File: src/rtl/cpu_pc_unit.sv
// ---------------------------------------------------------------------------
// cpu_pc_unit
//   16-bit program counter for the NES 6502 core. Supplies the fetch address
//   to the address/data register stage. It also accepts byte loads from the
//   internal data bus for JMP, vectors and RTS/RTI. It implements 6502
//   relative-branch timing: the offset is added to PCL first, and a second
//   (fix) cycle corrects PCH only when the branch crosses a page.
//
// Parameters
//   RESET_PC   : pc value after reset. The reset-vector fetch overwrites it
//                through load_lo/load_hi.
//
// Ports
//   clk        in   system clock
//   reset      in   synchronous, active-high reset; wins over enable
//   enable     in   CPU cycle enable; all state holds while low
//   inc        in   pc <= pc + 1 (16-bit wrap)
//   load_lo    in   pc[7:0]  <= data_in
//   load_hi    in   pc[15:8] <= data_in
//   data_in    in   [7:0] byte from the internal data bus
//   branch     in   start a taken relative branch
//   offset     in   [7:0] signed two's-complement branch offset
//   pc         out  [15:0] current program counter (direct register)
//   busy       out  fix cycle pending; commands are ignored
//   page_cross out  high for the one enabled cycle in which pc shows the
//                   intermediate (wrong-page) address
// ---------------------------------------------------------------------------
module cpu_pc_unit #(
  parameter logic [15:0] RESET_PC = 16'h0000
) (
  input  logic        clk,
  input  logic        reset,
  input  logic        enable,
  input  logic        inc,
  input  logic        load_lo,
  input  logic        load_hi,
  input  logic [7:0]  data_in,
  input  logic        branch,
  input  logic [7:0]  offset,
  output logic [15:0] pc,
  output logic        busy,
  output logic        page_cross
);

  typedef enum logic {
    IDLE = 1'b0,
    FIX  = 1'b1
  } state_e;

  state_e      state_q, state_d;
  logic [15:0] pc_q, pc_d;
  logic        dir_down_q, dir_down_d;   // 1: PCH decrements in FIX
  logic        cross_q, cross_d;
  logic [8:0]  lo_sum;

  // PCL plus the raw offset byte. Bit 8 is the carry out of PCL. Together
  // with the offset sign it tells whether PCH must move.
  assign lo_sum = {1'b0, pc_q[7:0]} + {1'b0, offset};

  always_comb begin
    state_d    = state_q;
    pc_d       = pc_q;
    dir_down_d = dir_down_q;
    cross_d    = cross_q;
    if (enable) begin
      unique case (state_q)
        IDLE: begin
          if (branch) begin
            pc_d[7:0] = lo_sum[7:0];
            if (!offset[7] && lo_sum[8]) begin
              dir_down_d = 1'b0;
              cross_d    = 1'b1;
              state_d    = FIX;
            end else if (offset[7] && !lo_sum[8]) begin
              dir_down_d = 1'b1;
              cross_d    = 1'b1;
              state_d    = FIX;
            end
          end else if (load_lo || load_hi) begin
            if (load_lo) pc_d[7:0]  = data_in;
            if (load_hi) pc_d[15:8] = data_in;
          end else if (inc) begin
            pc_d = pc_q + 16'd1;
          end
        end
        FIX: begin
          // Commands presented here are dropped, not queued.
          pc_d[15:8] = pc_q[15:8] + (dir_down_q ? 8'hFF : 8'h01);
          cross_d    = 1'b0;
          state_d    = IDLE;
        end
        default: state_d = IDLE;
      endcase
    end
  end

  always_ff @(posedge clk) begin
    if (reset) begin
      state_q    <= IDLE;
      pc_q       <= RESET_PC;
      dir_down_q <= 1'b0;
      cross_q    <= 1'b0;
    end else begin
      state_q    <= state_d;
      pc_q       <= pc_d;
      dir_down_q <= dir_down_d;
      cross_q    <= cross_d;
    end
  end

  assign pc         = pc_q;
  assign page_cross = cross_q;
  // busy has the same timing as page_cross. It is high exactly while the
  // fix cycle is pending.
  assign busy       = (state_q == FIX);

endmodule

File: config.mk
export PLATFORM = sky130hd
export DESIGN_NAME = cpu_pc_unit
export DESIGN_NICKNAME = d
export VERILOG_FILES = /design/src/rtl/cpu_pc_unit.sv
export SDC_FILE = /design/constraint.sdc
export NUM_CORES = 1
export LEC_CHECK = 0
export CAP_MARGIN = 20
export CORE_MARGIN = 5
export CORE_UTILIZATION = 40
export CTS_CLUSTER_DIAMETER = 200
export DETAILED_ROUTE_END_ITERATION = 16
export GPL_TIMING_DRIVEN = 0
export PLACE_DENSITY = 0.73
export RECOVER_POWER = 25
export SLEW_MARGIN = 20
export SYNTH_ARGS = -nofsm -noshare
export SYNTH_HDL_FRONTEND = slang
export SYNTH_SLANG_ARGS = --single-unit
File: constraint.sdc
create_clock -name clk -period 8.1 [get_ports clk]
set_input_delay 2.025 -clock clk [delete_from_list [all_inputs] [get_ports clk]]
set_output_delay 2.025 -clock clk [all_outputs]
set_load 0.03 [all_outputs]
==> out/results.ini, run 1 <==
[clocking]
post_cts_buffers = 0
numCtsBuffers = 3
clk_path_buf_depth = 2
clk_latency_ns = 0.26
holdBufCountCts = 0
path_clk_slew_ns = 0.08
ctsResizeCount = 0
cts-root-buf = clkbuf_8
cts_tree = built
htree_levels = 1
cts.sinks = 19

[pwr]
clockPowerShare = 0.212
p_leak_nw = 1.01
p_int_w = 0.000197
ir_worst_vdd_mv = 0.0632
swShare = 0.393
seqPwrFrac = 0.365
power.density_nw_per_um2 = 126
p_comb_frac = 0.423
switchingPower_w = 0.000127

[worst_setup_path]
critPathLaunchType = input pin
rr_startpoint = pc[0]
critical_path.top_delay_family = adder cells
r2r_slack_ns = 5.15
worst-path-buf-inv = 3
reg2reg_depth = 13
end_kind = flop
r2r-end = dir_down_q
cp.arrival_ns = 4.76
critPathLaunch = offset[0]
critPathRequiredTime_ns = 8.28
crit_slowest_cell = clkdlybuf4s50_1
crit_path_cell_trace = clkdlybuf4s50_1 -> ha_1 -> inv_1 -> fa_1 -> nand2b_1 -> a21oi_1 -> o21ai_0 -> nand2b_1 -> a31o_2 -> ha_1 -> inv_1 -> and3_1 -> nor2_1 -> a211oi_1
crit_type = input pin to flop
cp_max_fo = 3
cp_slowest_stage_delay_ns = 0.46

[yosys]
ys_seq_elements = 19
synth-xor-area-share = 0.0338
synth_top_flop_cell = dfxtp_1
ys_seq_area_frac = 0.184
synth_warnings = 0
async_flop_share = 0
syn_nets = 315
synth_edf_count = 0
synthAdderAreaFrac = 0.116
postSynthAreaPerCell_um2 = 7.56
yosys.area_share.simple = 0.263
synth.area.mux_share = 0.0350
synth_cells = 274
synth_area_um2 = 2070
synth_top_family_by_area = compound AO/OA/AOI/OAI gates
yosysUniqueCellTypes = 59
synth-compound-area-share = 0.310

[routing]
wl_um = 6030
viasPerCell = 5.83
drc = 0
drtPass1Iterations = 5
ant_nets = 0
num_vias = 2250
dr.first_iter.drc_count = 155
wl_per_cell_um = 15.6

[global_route]
grt_max_degree = 11
grt_pass1_vias = 2052
grt_use_met3 = 0.0406
use_met2 = 0.297
overflow = 0
antenna_found_initial = 0
busiest_layer = met2
grt_pass1_wl_um = 9870
grt_use_total = 0.189
use_met1 = 0.264

[floorplanning]
fp.coreArea_um2 = 5070
initial_core_util = 0.408
row_count = 26
io_pins = 41
die_area_um2 = 6720
die_y_um = 82.0
die_w_um = 82.0

[hold_path]
hold_path_startpoint = page_cross
whs_path_depth = 2
hold_class = flop to flop
whs_endpoint = page_cross

[place]
numPortBuffers = 38
dpl-instance-area_um2 = 2540
place.gp.congestion = 0.917
dp_hpwl_um = 4760

[timing]
max_freq_ghz = 0.218
slew_violations = 0
tightest_slew_ns = 0.631
final.min_clock_period_ns = 4.58
tns_ns = 0
post-route-period-util = 0.565
grt_setup_unrepaired = false
whs_ns = 0.545
setup_viol = 0
finalHoldViolations = 0
maxSlewHeadroom = 0.580
skew_ns = 0.00615

[finish]
diodes = 0
final_cell_mix = 30 x nor2_1, 30 x clkdlybuf4s50_1, 26 x a21oi_1
design_area_um2 = 2580
final_core_util = 0.509
drive_gt1_frac = 0.0728
nets = 358
area_delta_synth_final_pct = 24.7

[outcome]
outcome = finished clean

[job]
cap_violations = 0

state kept, by name, summed over array words and instances (netlist names):
name        cells
dir_down_q      1
page_cross      1
pc             16
busy            1
Yosys cell counts (2+ instances only):
library cell  instances  area share
o221ai_1              2      0.0085
o32ai_1               3       0.013
nand3_1               6       0.015
nor4b_1               2      0.0085
mux2i_1               5       0.024
nor3_1                5       0.012
xnor2_1               3       0.013
nand4_1               2      0.0060
and3_1                4       0.012
xor2_1                5       0.021
buf_2                 3      0.0072
a41oi_1               2      0.0085
nand2b_4              2       0.013
a211oi_1             12       0.044
dfxtp_1              19        0.18
o21bai_1              3       0.011
mux2_2                2       0.011
a31o_2                2      0.0085
ha_1                 16       0.097
fa_1                  2       0.019
o21a_1                4       0.015
nor2b_1               6       0.018
a21o_1                2      0.0072
nor3b_1               2      0.0072
inv_1                16       0.029
nand2_1              15       0.027
o31ai_1               2      0.0072
or4_1                 2      0.0072
nor4_1                3      0.0091
nand2b_1              4       0.012
o31a_1                2      0.0085
buf_4                 2      0.0072
a31oi_1               8       0.024
o21ai_0              22       0.053
or2_2                 2      0.0060
o22ai_1               2      0.0060
a21oi_1              26       0.063
clkbuf_1              5      0.0091
nor2_1               29       0.053
metal layers:
metal  routed length (µm)  share of wire
met4                   22         0.0036
met1                 2800           0.46
met3                  463          0.077
met2                 2750           0.46
met5                    0              0
per-stage QoR:
| step | total power (W) | setup slack, ns | cells |
|---|---|---|---|
| final | 0.000324 | 3.52 | 386 |
| after global routing | 0.000348 | 3.34 | 386 |
| after CTS | 0.000326 | 3.53 | 386 |
| after detailed placement | 0.000258 | 3.28 | 382 |
| after global placement | 0.000255 | 3.29 | 382 |
| after floorplan | 0.000208 | 4.11 | 274 |
cell families (layout without fill, tap and decap cells):
family / after synthesis / in the layout
AO/OA/AOI/OAI: 100 / 100
AND/OR/NAND/NOR: 95 / 95
buffers and inverters: 27 / 69
flip-flops: 19 / 19
adder cells (fa/ha/maj): 18 / 18
XOR/XNOR: 8 / 8
multiplexers: 7 / 7
how the worst max path moves through the flow:
stage                 end  cells past startpoint
4_1_cts        dir_down_q                     14
5_1_grt        dir_down_q                     14
2_1_floorplan  dir_down_q                     13
6_report       dir_down_q                     14
3_3_place_gp   dir_down_q                     14
3_5_place_dp   dir_down_q                     14
worst min-delay path, stage by stage (launching register included):
cell and delay, ns:
dfxtp_1 0.33, a31oi_1 0.04, nor3_1 0.12
power by group through the flow:
| stage | combinational, W | clock, W | sequential, W |
|---|---|---|---|
| 6_report | 0.000137 | 0.0000688 | 0.000118 |
| 3_5_place_dp | 0.000137 | 0 | 0.000120 |
| 4_1_cts | 0.000137 | 0.0000702 | 0.000118 |
| 3_3_place_gp | 0.000135 | 0 | 0.000120 |
| 5_1_grt | 0.000151 | 0.0000762 | 0.000120 |
| 2_1_floorplan | 0.0000770 | 0 | 0.000131 |
final cells by class:
class | count | area, µm²
Buffer | 11 | 60.1
Sequential cell | 19 | 380
Timing Repair Buffer | 38 | 380
Clock buffer | 4 | 45.0
Inverter | 16 | 60.1
Fill cell | 536 | 2490
Multi-Input combinational cell | 228 | 1570
Tap cell | 70 | 87.6
Power figures use the tool's default switching activity.
==> inputs of run 2 (changes only) <==
PLACE_DENSITY = 0.76   (was 0.73)
clock period = 3.7 ns   (was 8.1 ns; I/O delays follow)
==> out/results.ini, run 2 (synthesis results as in run 1) <==
[global_route]
grt_max_degree = 12  ; +1
overflow = 0  ; unchanged
grt_pass1_wl_um = 10300  ; +4.5%
grt_use_total = 0.195  ; +0.00574
antenna_found_initial = 0  ; unchanged
grt_pass1_vias = 2089  ; +1.8%

[finish]
largest_register = pc
fin_cells = 386  ; unchanged
diodes = 0  ; unchanged
area_delta_synth_final_pct = 24.7  ; about the same
drive_gt1_frac = 0.0759  ; +0.00316
final_cell_mix = 30 x nor2_1, 30 x clkdlybuf4s50_1, 26 x a21oi_1
n_fill_cell = 514  ; -4.1%
largest_register_ffs = 16  ; unchanged
nets = 358  ; unchanged

[clocking]
cts-root-buf = clkbuf_8
numCtsBuffers = 3  ; unchanged
clk_path_buf_depth = 2  ; unchanged
clk_latency_ns = 0.27  ; about the same
path_clk_slew_ns = 0.09  ; about the same
cts_tree = built
htree_levels = 1  ; unchanged
holdBufCountCts = 0  ; unchanged
ctsResizeCount = 0  ; unchanged
post_cts_buffers = 0  ; unchanged
cts.sinks = 19  ; unchanged

[timing]
finalHoldViolations = 0  ; unchanged
maxSlewHeadroom = 0.566  ; -0.0135
setup_viol = 0  ; unchanged
whs_ns = 0.538  ; -0.00706 ns
tns_ns = 0  ; unchanged
final.min_clock_period_ns = 3.50
max_freq_ghz = 0.286
skew_ns = 0.0110  ; +0.00486 ns
post-route-period-util = 0.946
tightest_slew_ns = 0.648  ; +0.0179 ns
grt_setup_unrepaired = false
slew_violations = 0  ; unchanged
fin_ws_ns = 0.199  ; -3.32 ns

[pwr]
power.density_nw_per_um2 = 279  ; +120%
ir_worst_vdd_mv = 0.222  ; +250%
p_leak_nw = 1.02  ; +0.27%

[floorplanning]
fp.coreArea_um2 = 5070  ; unchanged
io_pins = 41  ; unchanged
initial_core_util = 0.408  ; unchanged
row_count = 26  ; unchanged
die_w_um = 82.0  ; unchanged
die_area_um2 = 6720  ; unchanged
die_y_um = 82.0  ; unchanged

[outcome]
outcome = finished clean

[routing]
wl_per_cell_um = 16.3  ; +4.4%
dr.first_iter.drc_count = 243  ; +57%
wl_um = 6290  ; +4.4%
ant_nets = 0  ; unchanged
drtPass1Iterations = 5  ; unchanged
num_vias = 2260  ; +0.44%
drc = 0  ; unchanged
viasPerCell = 5.85  ; +0.44%

[place]
place_ws_ns = -0.0501  ; -3.33 ns
dp_hpwl_um = 4790  ; +0.79%
dpl.cell_count = 382  ; unchanged
numPortBuffers = 38  ; unchanged
place.gp.congestion = 0.926  ; +1.0%

[worst_setup_path]
cp_max_fo = 3  ; unchanged
critPathLaunchType = input pin
crit_type = input pin to flop
critPathRequiredTime_ns = 3.89  ; -4.39 ns
cp.arrival_ns = 3.69  ; -1.07 ns
end_kind = flop
r2r_slack_ns = 0.73  ; -4.42 ns

[job]
cap_violations = 0  ; unchanged

[hold_path]
hold_class = flop to flop

-- run 2: cell types whose count changed in the layout (fill, tap and decap cells not counted) --
cell	previous run	this run
clkbuf_1	6	5
clkinv_2	0	1
-- run 2: final cells by class --
class / instances / area (µm²) / area share
well taps: 70 / 87.6 / 0.0339
multi-input cells: 228 / 1570 / 0.607
clock inverters: 1 / 5.00 / 0.00194
flip-flops and latches: 19 / 380 / 0.147
inverters: 16 / 60.1 / 0.0233
plain buffers: 11 / 60.1 / 0.0233
clock buffers: 3 / 41.3 / 0.0160
repair buffers: 38 / 380 / 0.147
-- run 2: worst paths after layout --
| path | start | endpoint | cells after the start |
|---|---|---|---|
| worst min register to register | page_cross | page_cross | 2 |
| worst max-delay path | offset[0] | dir_down_q | 14 |
| worst min-delay path | page_cross | page_cross | 2 |
| worst max register to register | pc[0] | dir_down_q | 13 |
-- run 2: per-stage QoR --
stage          power [W]  utilization  instance area [µm²]
6_report        0.000721        0.509                 2580
4_1_cts         0.000720        0.509                 2580
5_1_grt         0.000766        0.509                 2580
3_5_place_dp    0.000566        0.500                 2540
2_1_floorplan   0.000455            -                 2070
3_3_place_gp    0.000557        0.500                 2540
-- run 2: critical path, stage by stage --
cell	delay, ns
clkdlybuf4s50_1	0.47
ha_1	0.17
inv_1	0.06
fa_1	0.41
nand2b_1	0.19
a21oi_1	0.17
o21ai_0	0.14
nand2b_1	0.12
a31o_2	0.16
ha_1	0.22
inv_1	0.13
and3_1	0.25
nor2_1	0.06
a211oi_1	0.21
-- run 2: layer usage --
| metal | global-route usage | share of wire |
|---|---|---|
| met1 | 0.272 | 0.45 |
| met4 | 0.0349 | 0.0076 |
| met3 | 0.0461 | 0.083 |
| met5 | 0 | 0 |
| met2 | 0.307 | 0.46 |
-- run 2: power breakdown --
part           internal [W]  switching [W]  leakage [nW]
combinational      0.000132       0.000170         0.835
sequential         0.000222      0.0000373         0.156
clock             0.0000754      0.0000839        0.0255
total              0.000430       0.000292          1.02
